## config.mk

```make
export PLATFORM = sky130hd
export DESIGN_NAME = load_format_unit
export DESIGN_NICKNAME = d
export VERILOG_FILES = /design/src/rtl/load_pkg.sv /design/src/rtl/load_extend.sv /design/src/rtl/load_format_unit.sv
export SDC_FILE = /design/constraint.sdc
export NUM_CORES = 1
export LEC_CHECK = 0
export CORE_ASPECT_RATIO = 0.5
export CORE_MARGIN = 2
export CORE_UTILIZATION = 52
export DETAILED_ROUTE_END_ITERATION = 12
export PLACE_DENSITY = 0.9
export SYNTH_ARGS = -nofsm -noshare
export SYNTH_HDL_FRONTEND = slang
export SYNTH_SLANG_ARGS = --single-unit
export TNS_END_PERCENT = 50
```

## constraint.sdc

```tcl
create_clock -name Clk -period 2.3 [get_ports Clk]
set_input_delay 0.46 -clock Clk [delete_from_list [all_inputs] [get_ports Clk]]
set_output_delay 0.46 -clock Clk [all_outputs]
set_load 0.01 [all_outputs]
```

## src/rtl/load_pkg.sv

```systemverilog
// rtl/load_pkg.sv - load type codes, FSM states and lane helpers shared by load_format_unit
// Shared by load_extend and load_format_unit.
package load_pkg;

   localparam int BYTE_W = 8;

   localparam logic [2:0] LT_LB  = 3'b000;
   localparam logic [2:0] LT_LH  = 3'b001;
   localparam logic [2:0] LT_LW  = 3'b010;
   localparam logic [2:0] LT_LBU = 3'b100;
   localparam logic [2:0] LT_LHU = 3'b101;

   typedef enum logic [2:0] {
      S_IDLE = 3'd0,
      S_RD0  = 3'd1,
      S_CAP0 = 3'd2,
      S_CAP1 = 3'd3,
      S_RESP = 3'd4
   } state_t;

   function automatic logic type_valid(input logic [2:0] t);
      return (t == LT_LB) || (t == LT_LH) || (t == LT_LW) || (t == LT_LBU) || (t == LT_LHU);
   endfunction

   function automatic logic is_half(input logic [2:0] t);
      return (t == LT_LH) || (t == LT_LHU);
   endfunction

   function automatic logic misaligned(input logic [2:0] t, input logic [1:0] off);
      return (is_half(t) && off[0]) || ((t == LT_LW) && (off != 2'b00));
   endfunction

   // A load crosses into the next word when its last byte lies beyond lane 3.
   function automatic logic crossing(input logic [2:0] t, input logic [1:0] off);
      return (is_half(t) && (off == 2'b11)) || ((t == LT_LW) && (off != 2'b00));
   endfunction

endpackage

```

## src/rtl/load_extend.sv

```systemverilog
// rtl/load_extend.sv - sign/zero extension of a right-justified load lane
// Purely combinational; unknown load types yield zero.
module load_extend
   import load_pkg::*;
(
   input  logic [31:0] lane,
   input  logic [2:0]  load_type,
   output logic [31:0] data
);

   always_comb begin
      data = 32'h0;
      case (load_type)
         LT_LB:   data = {{(32-BYTE_W){lane[BYTE_W-1]}}, lane[BYTE_W-1:0]};
         LT_LBU:  data = {{(32-BYTE_W){1'b0}}, lane[BYTE_W-1:0]};
         LT_LH:   data = {{(32-2*BYTE_W){lane[2*BYTE_W-1]}}, lane[2*BYTE_W-1:0]};
         LT_LHU:  data = {{(32-2*BYTE_W){1'b0}}, lane[2*BYTE_W-1:0]};
         LT_LW:   data = lane;
         default: data = 32'h0;
      endcase
   end

endmodule

```

## src/rtl/load_format_unit.sv

```systemverilog
// rtl/load_format_unit.sv - load request FSM: word reads, lane extraction and extension
// Build option LOAD_UNALIGNED_EN: misaligned loads become legal, word-crossing loads take two reads.
module load_format_unit
   import load_pkg::*;
#(
   parameter int ADDR_W = 32
) (
   input  logic              Clk,
   input  logic              Reset,
   input  logic              ReqValid,
   output logic              ReqReady,
   input  logic [2:0]        LoadType,
   input  logic [ADDR_W-1:0] Addr,
   output logic              MemReadEn,
   output logic [ADDR_W-1:0] MemAddr,
   input  logic [31:0]       MemRdata,
   output logic              RespValid,
   output logic [31:0]       RespData,
   output logic              LoadErr
);

   state_t            state;
   logic [ADDR_W-1:0] addr_q;
   logic [2:0]        type_q;
   logic              cross_q;
   logic [31:0]       word0;
   logic              req_err;
   logic [55:0]       pair;
   logic [31:0]       lane;
   logic [31:0]       ext_data;

   always_comb begin
`ifdef LOAD_UNALIGNED_EN
      req_err = !type_valid(LoadType);
`else
      req_err = !type_valid(LoadType) || misaligned(LoadType, Addr[1:0]);
`endif
   end

   // In CAP1 the second word arrives on MemRdata while the first sits in word0.
   always_comb begin
      pair = (state == S_CAP1) ? {MemRdata[23:0], word0} : {24'h0, MemRdata};
      case (addr_q[1:0])
         2'd0:    lane = pair[31:0];
         2'd1:    lane = pair[39:8];
         2'd2:    lane = pair[47:16];
         default: lane = pair[55:24];
      endcase
   end

   load_extend u_extend (
      .lane      (lane),
      .load_type (type_q),
      .data      (ext_data)
   );

   always_ff @(posedge Clk) begin
      if (Reset) begin
         state     <= S_IDLE;
         ReqReady  <= 1'b1;
         MemReadEn <= 1'b0;
         MemAddr   <= '0;
         RespValid <= 1'b0;
         RespData  <= 32'h0;
         LoadErr   <= 1'b0;
         addr_q    <= '0;
         type_q    <= 3'b000;
         cross_q   <= 1'b0;
         word0     <= 32'h0;
      end else begin
         MemReadEn <= 1'b0;
         MemAddr   <= '0;
         RespValid <= 1'b0;
         case (state)
            S_IDLE: begin
               if (ReqValid && ReqReady) begin
                  addr_q   <= Addr;
                  type_q   <= LoadType;
                  cross_q  <= crossing(LoadType, Addr[1:0]);
                  ReqReady <= 1'b0;
                  if (req_err) begin
                     state     <= S_RESP;
                     RespValid <= 1'b1;
                     RespData  <= 32'h0;
                     LoadErr   <= 1'b1;
                  end else begin
                     state     <= S_RD0;
                     MemReadEn <= 1'b1;
                     MemAddr   <= {Addr[ADDR_W-1:2], 2'b00};
                  end
               end
            end
            S_RD0: begin
               state <= S_CAP0;
               if (cross_q) begin
                  MemReadEn <= 1'b1;
                  MemAddr   <= {addr_q[ADDR_W-1:2], 2'b00} + ADDR_W'(4);
               end
            end
            S_CAP0: begin
               word0 <= MemRdata;
               if (cross_q) begin
                  state <= S_CAP1;
               end else begin
                  state     <= S_RESP;
                  RespValid <= 1'b1;
                  RespData  <= ext_data;
                  LoadErr   <= 1'b0;
               end
            end
            S_CAP1: begin
               state     <= S_RESP;
               RespValid <= 1'b1;
               RespData  <= ext_data;
               LoadErr   <= 1'b0;
            end
            S_RESP: begin
               state    <= S_IDLE;
               ReqReady <= 1'b1;
            end
            default: begin
               state    <= S_IDLE;
               ReqReady <= 1'b1;
            end
         endcase
      end
   end

endmodule

```

==> key figures <==
CTS
  – Cts hold-fix bufs: 0
  – Register clock-pin slew on the reported worst setup and hold paths: roughly 60 ps
  – H-tree Lvls: 4
  – Clock Sinks: around 140
  – CTS tree: done
  – Root buf cell: clkbuf_16
  – Post-CTS setup repair buffer count: 0
  – Maximum clock path buffer count: 2
  – Clock buffer count from CTS: 17
  – Resized cells post-CTS: 0
  – Clk_lat worst skew: approximately 430 ps

STA
  – Pins Over Slew Limit: 0
  – Slew headroom: about three fifths
  – FMAX: 0.462 GHz
  – Least-Margin Pin Slew: about 600 ps
  – Worst Skew: 9.62 ps
  – Unrepaired setup endpoints after global routing: no
  – Setup violators final: 0
  – Final period util: 94.2%
  – Setup TNS: 0 ps
  – Final hold vios: 0
  – Fin crit period: 2170 ps

Global routing
  – Initial antenna violation count: 1
  – Wire length of the first global-routing pass: 32200 um
  – Pin count of the biggest net entering global routing: 46
  – Vias in the first global route: 6404
  – GRT Total Usage: between 20% and 30%
  – Grt ovf: 0

Floorplanning
  – CORE AREA: 0.0126 mm^2
  – Die Footprint: ~0.014 mm^2
  – IO Count: approximately 140
  – Die Span Y: around 84 um
  – Die W: between 150 and 200 um
  – Starting density of the core: 52.7%
  – Cell row count: 29

Layout
  – Share of cells above drive strength 1: 10.9%
  – Synth-to-layout area growth: 35.5%
  – Fin nets: approximately 1k
  – Core Util, Final: a little under three quarters

Logic synthesis
  – Synth async-reset ratio: 0%
  – Post-synthesis sequential area ratio: 41.5%
  – Synthesis Warnings: 0
  – Top_reg_cell synth: dfxtp_1
  – Post-Syn Area per Cell: between 8 and 9 um^2
  – Mapped Area: between 0.006 and 0.007 mm^2
  – Mapped Cells: about 810
  – Post-synth cell types: 54
  – Synthesized flop and latch total: ~140
  – Post-synth EDFFs: 0

Worst setup path
  – Critical Path RT: approximately 2700 ps
  – Worst path slowest cell: mux4_2
  – CP arrival: around 2500 ps
  – Max FO, Critical Path: 16
  – Crit-path max cell delay: between 500 and 600 ps
  – Worst-path cell chain: and3b_2 -> buf_4 -> mux2i_1 -> mux4_2 -> nand2b_1 -> a21oi_1
  – Worst Setup Start Kind: flop
  – Worst Path Class, Setup: flop to flop
  – Critical Path Sink Type: flop

Routing
  – ANT nets after route: 0
  – Via count: approximately 6.8k
  – DRT iter0 DRCs: between 800 and 900
  – WL/cell: 18.1 um
  – Residual DRC count: 0
  – Pre-antenna DRT Iters: 6
  – Via/cell ratio: between 6 and 7
  – DRT Wirelength: between 20000 and 25000 um

Flow run
  – Max_cap viols: 0

Power and ir drop
  – Power, Total: 6640 uW
  – Worst VDD drop: roughly 0.43 mV
  – PwrDens: ~740 mW/mm^2
  – Pleak: 0.00320 uW

Hold path
  – Hold Path Class: input pin to flop

Place
  – # port buffers: between 100 and 150
  – HPWL after detailed placement: 13800 um
  – GPL Wtd Cong: approximately 0.9

Run status
  – Status: completed
placed cells by master (no fill, tap or decap), drive strengths merged, types with 3 or more instances in the layout:
cell,n
o31ai,3
nand2b,10
mux4,16
a311oi,3
and3,11
nor4,9
xnor2,26
o311ai,4
a211o,8
o21ai,22
inv,15
a22oi,13
mux2i,21
nand3,23
dfxtp,137
nor2,43
a21oi,92
bufinv,6
o211ai,6
and2,5
mux2,7
o22ai,21
clkbuf,18
a31oi,4
buf,45
nand4,6
a32oi,8
and4,4
nor3,15
clkdlybuf4s50,134
nand2,196
cells by family (layout without fill, tap and decap cells):
logic type               count (synthesis)  after routing  share of synthesized area, %
AO/OA/AOI/OAI                          190            190                          17.4
XOR/XNOR                                28             28                          3.71
adder cells (fa/ha/maj)                  1              1                         0.189
buffers and inverters                   72            221                          4.94
flip-flops                             137            137                          41.5
multiplexers                            44             44                          9.88
other                                    1              3                        0.0567
AND/OR/NAND/NOR                        335            335                          22.4
synth_stat cells, types with 7 or more instances:
master / instances / share of area (%)
nand2_1: 196 / 11
dfxtp_1: 137 / 41
a21oi_1: 92 / 7.0
nor2_1: 43 / 2.4
clkbuf_1: 39 / 2.2
xnor2_1: 26 / 3.4
nand3_1: 23 / 1.7
mux2i_1: 21 / 3.2
o21ai_0: 21 / 1.6
o22ai_1: 21 / 2.0
mux4_2: 15 / 5.1
nor3_1: 15 / 1.1
a22oi_1: 13 / 1.5
and3_1: 11 / 1.0
inv_1: 10 / 0.57
nand2b_1: 10 / 0.95
nor4_1: 9 / 0.85
a211o_1: 8 / 1.1
a32oi_1: 8 / 1.1
buf_2: 8 / 0.61
buf_1: 7 / 0.40
mux2_2: 7 / 1.2
sequential cells by signal (all words and copies together) (netlist names):
signal     count
RespData      32
addr_q        32
word0         32
MemAddr       30
state          3
type_q         3
LoadErr        1
MemReadEn      1
ReqReady       1
RespValid      1
cross_q        1
critical path, delay by kind of cell, from the launching register on:
kind | cells | cell delay, ps
AO/OA/AOI/OAI | 1 | 150
buffers and inverters | 1 | 320
flip-flops | 1 | 330
multiplexers | 2 | 700
AND/OR/NAND/NOR | 2 | 590
where the power goes:
| group | switching [uW] | internal [uW] |
|---|---|---|
| logic | 486 | 436 |
| registers | 97.5 | 2470 |
| clock network | 1100 | 2040 |
stage by stage:
stage | setup WS, ps | area, um^2 | hold WS [ps] | instances
floorplan | 384 | 6620 | 432 | 809
global placement | 110 | 8290 | 438 | 1097
detailed placement | 3.94 | 8290 | 448 | 1097
CTS | 161 | 8960 | 335 | 1128
global route | 37.1 | 8960 | 352 | 1128
finish | 134 | 8960 | 353 | 1129
per-layer routing:
layer | up-vias | wire (um) | global-route usage [%]
li1 | 3128 | - | -
met1 | 3218 | 8230 | 37.8
met2 | 397 | 9810 | 48.8
met3 | 78 | 1790 | 6.86
met4 | 0 | 651 | 12.8
met5 | - | 0 | 0
area by class of cell:
type | instances | area [um^2]
inverters | 11 | 41.3
repair buffers | 179 | 1740
clock inverters | 13 | 240
clock buffers | 18 | 429
fillers | 881 | 3590
multi-input cells | 600 | 3560
diodes | 1 | 2.50
flip-flops and latches | 137 | 2740
well taps | 170 | 213
final timing paths:
check / from / endpoint / slack (ps) / depth (start not counted)
setup / recovery: state[2]$_SDFFE_PP0P_ / RespData[5]$_SDFFE_PP0P_ / 130 / 6
hold / removal: Reset / addr_q[12]$_SDFFE_PP0P_ / 350 / 2
setup reg to reg: state[2]$_SDFFE_PP0P_ / RespData[5]$_SDFFE_PP0P_ / 130 / 6
hold reg to reg: word0[14]$_SDFFE_PP0N_ / word0[14]$_SDFFE_PP0N_ / 460 / 2
(Power assumes the default switching activity.)
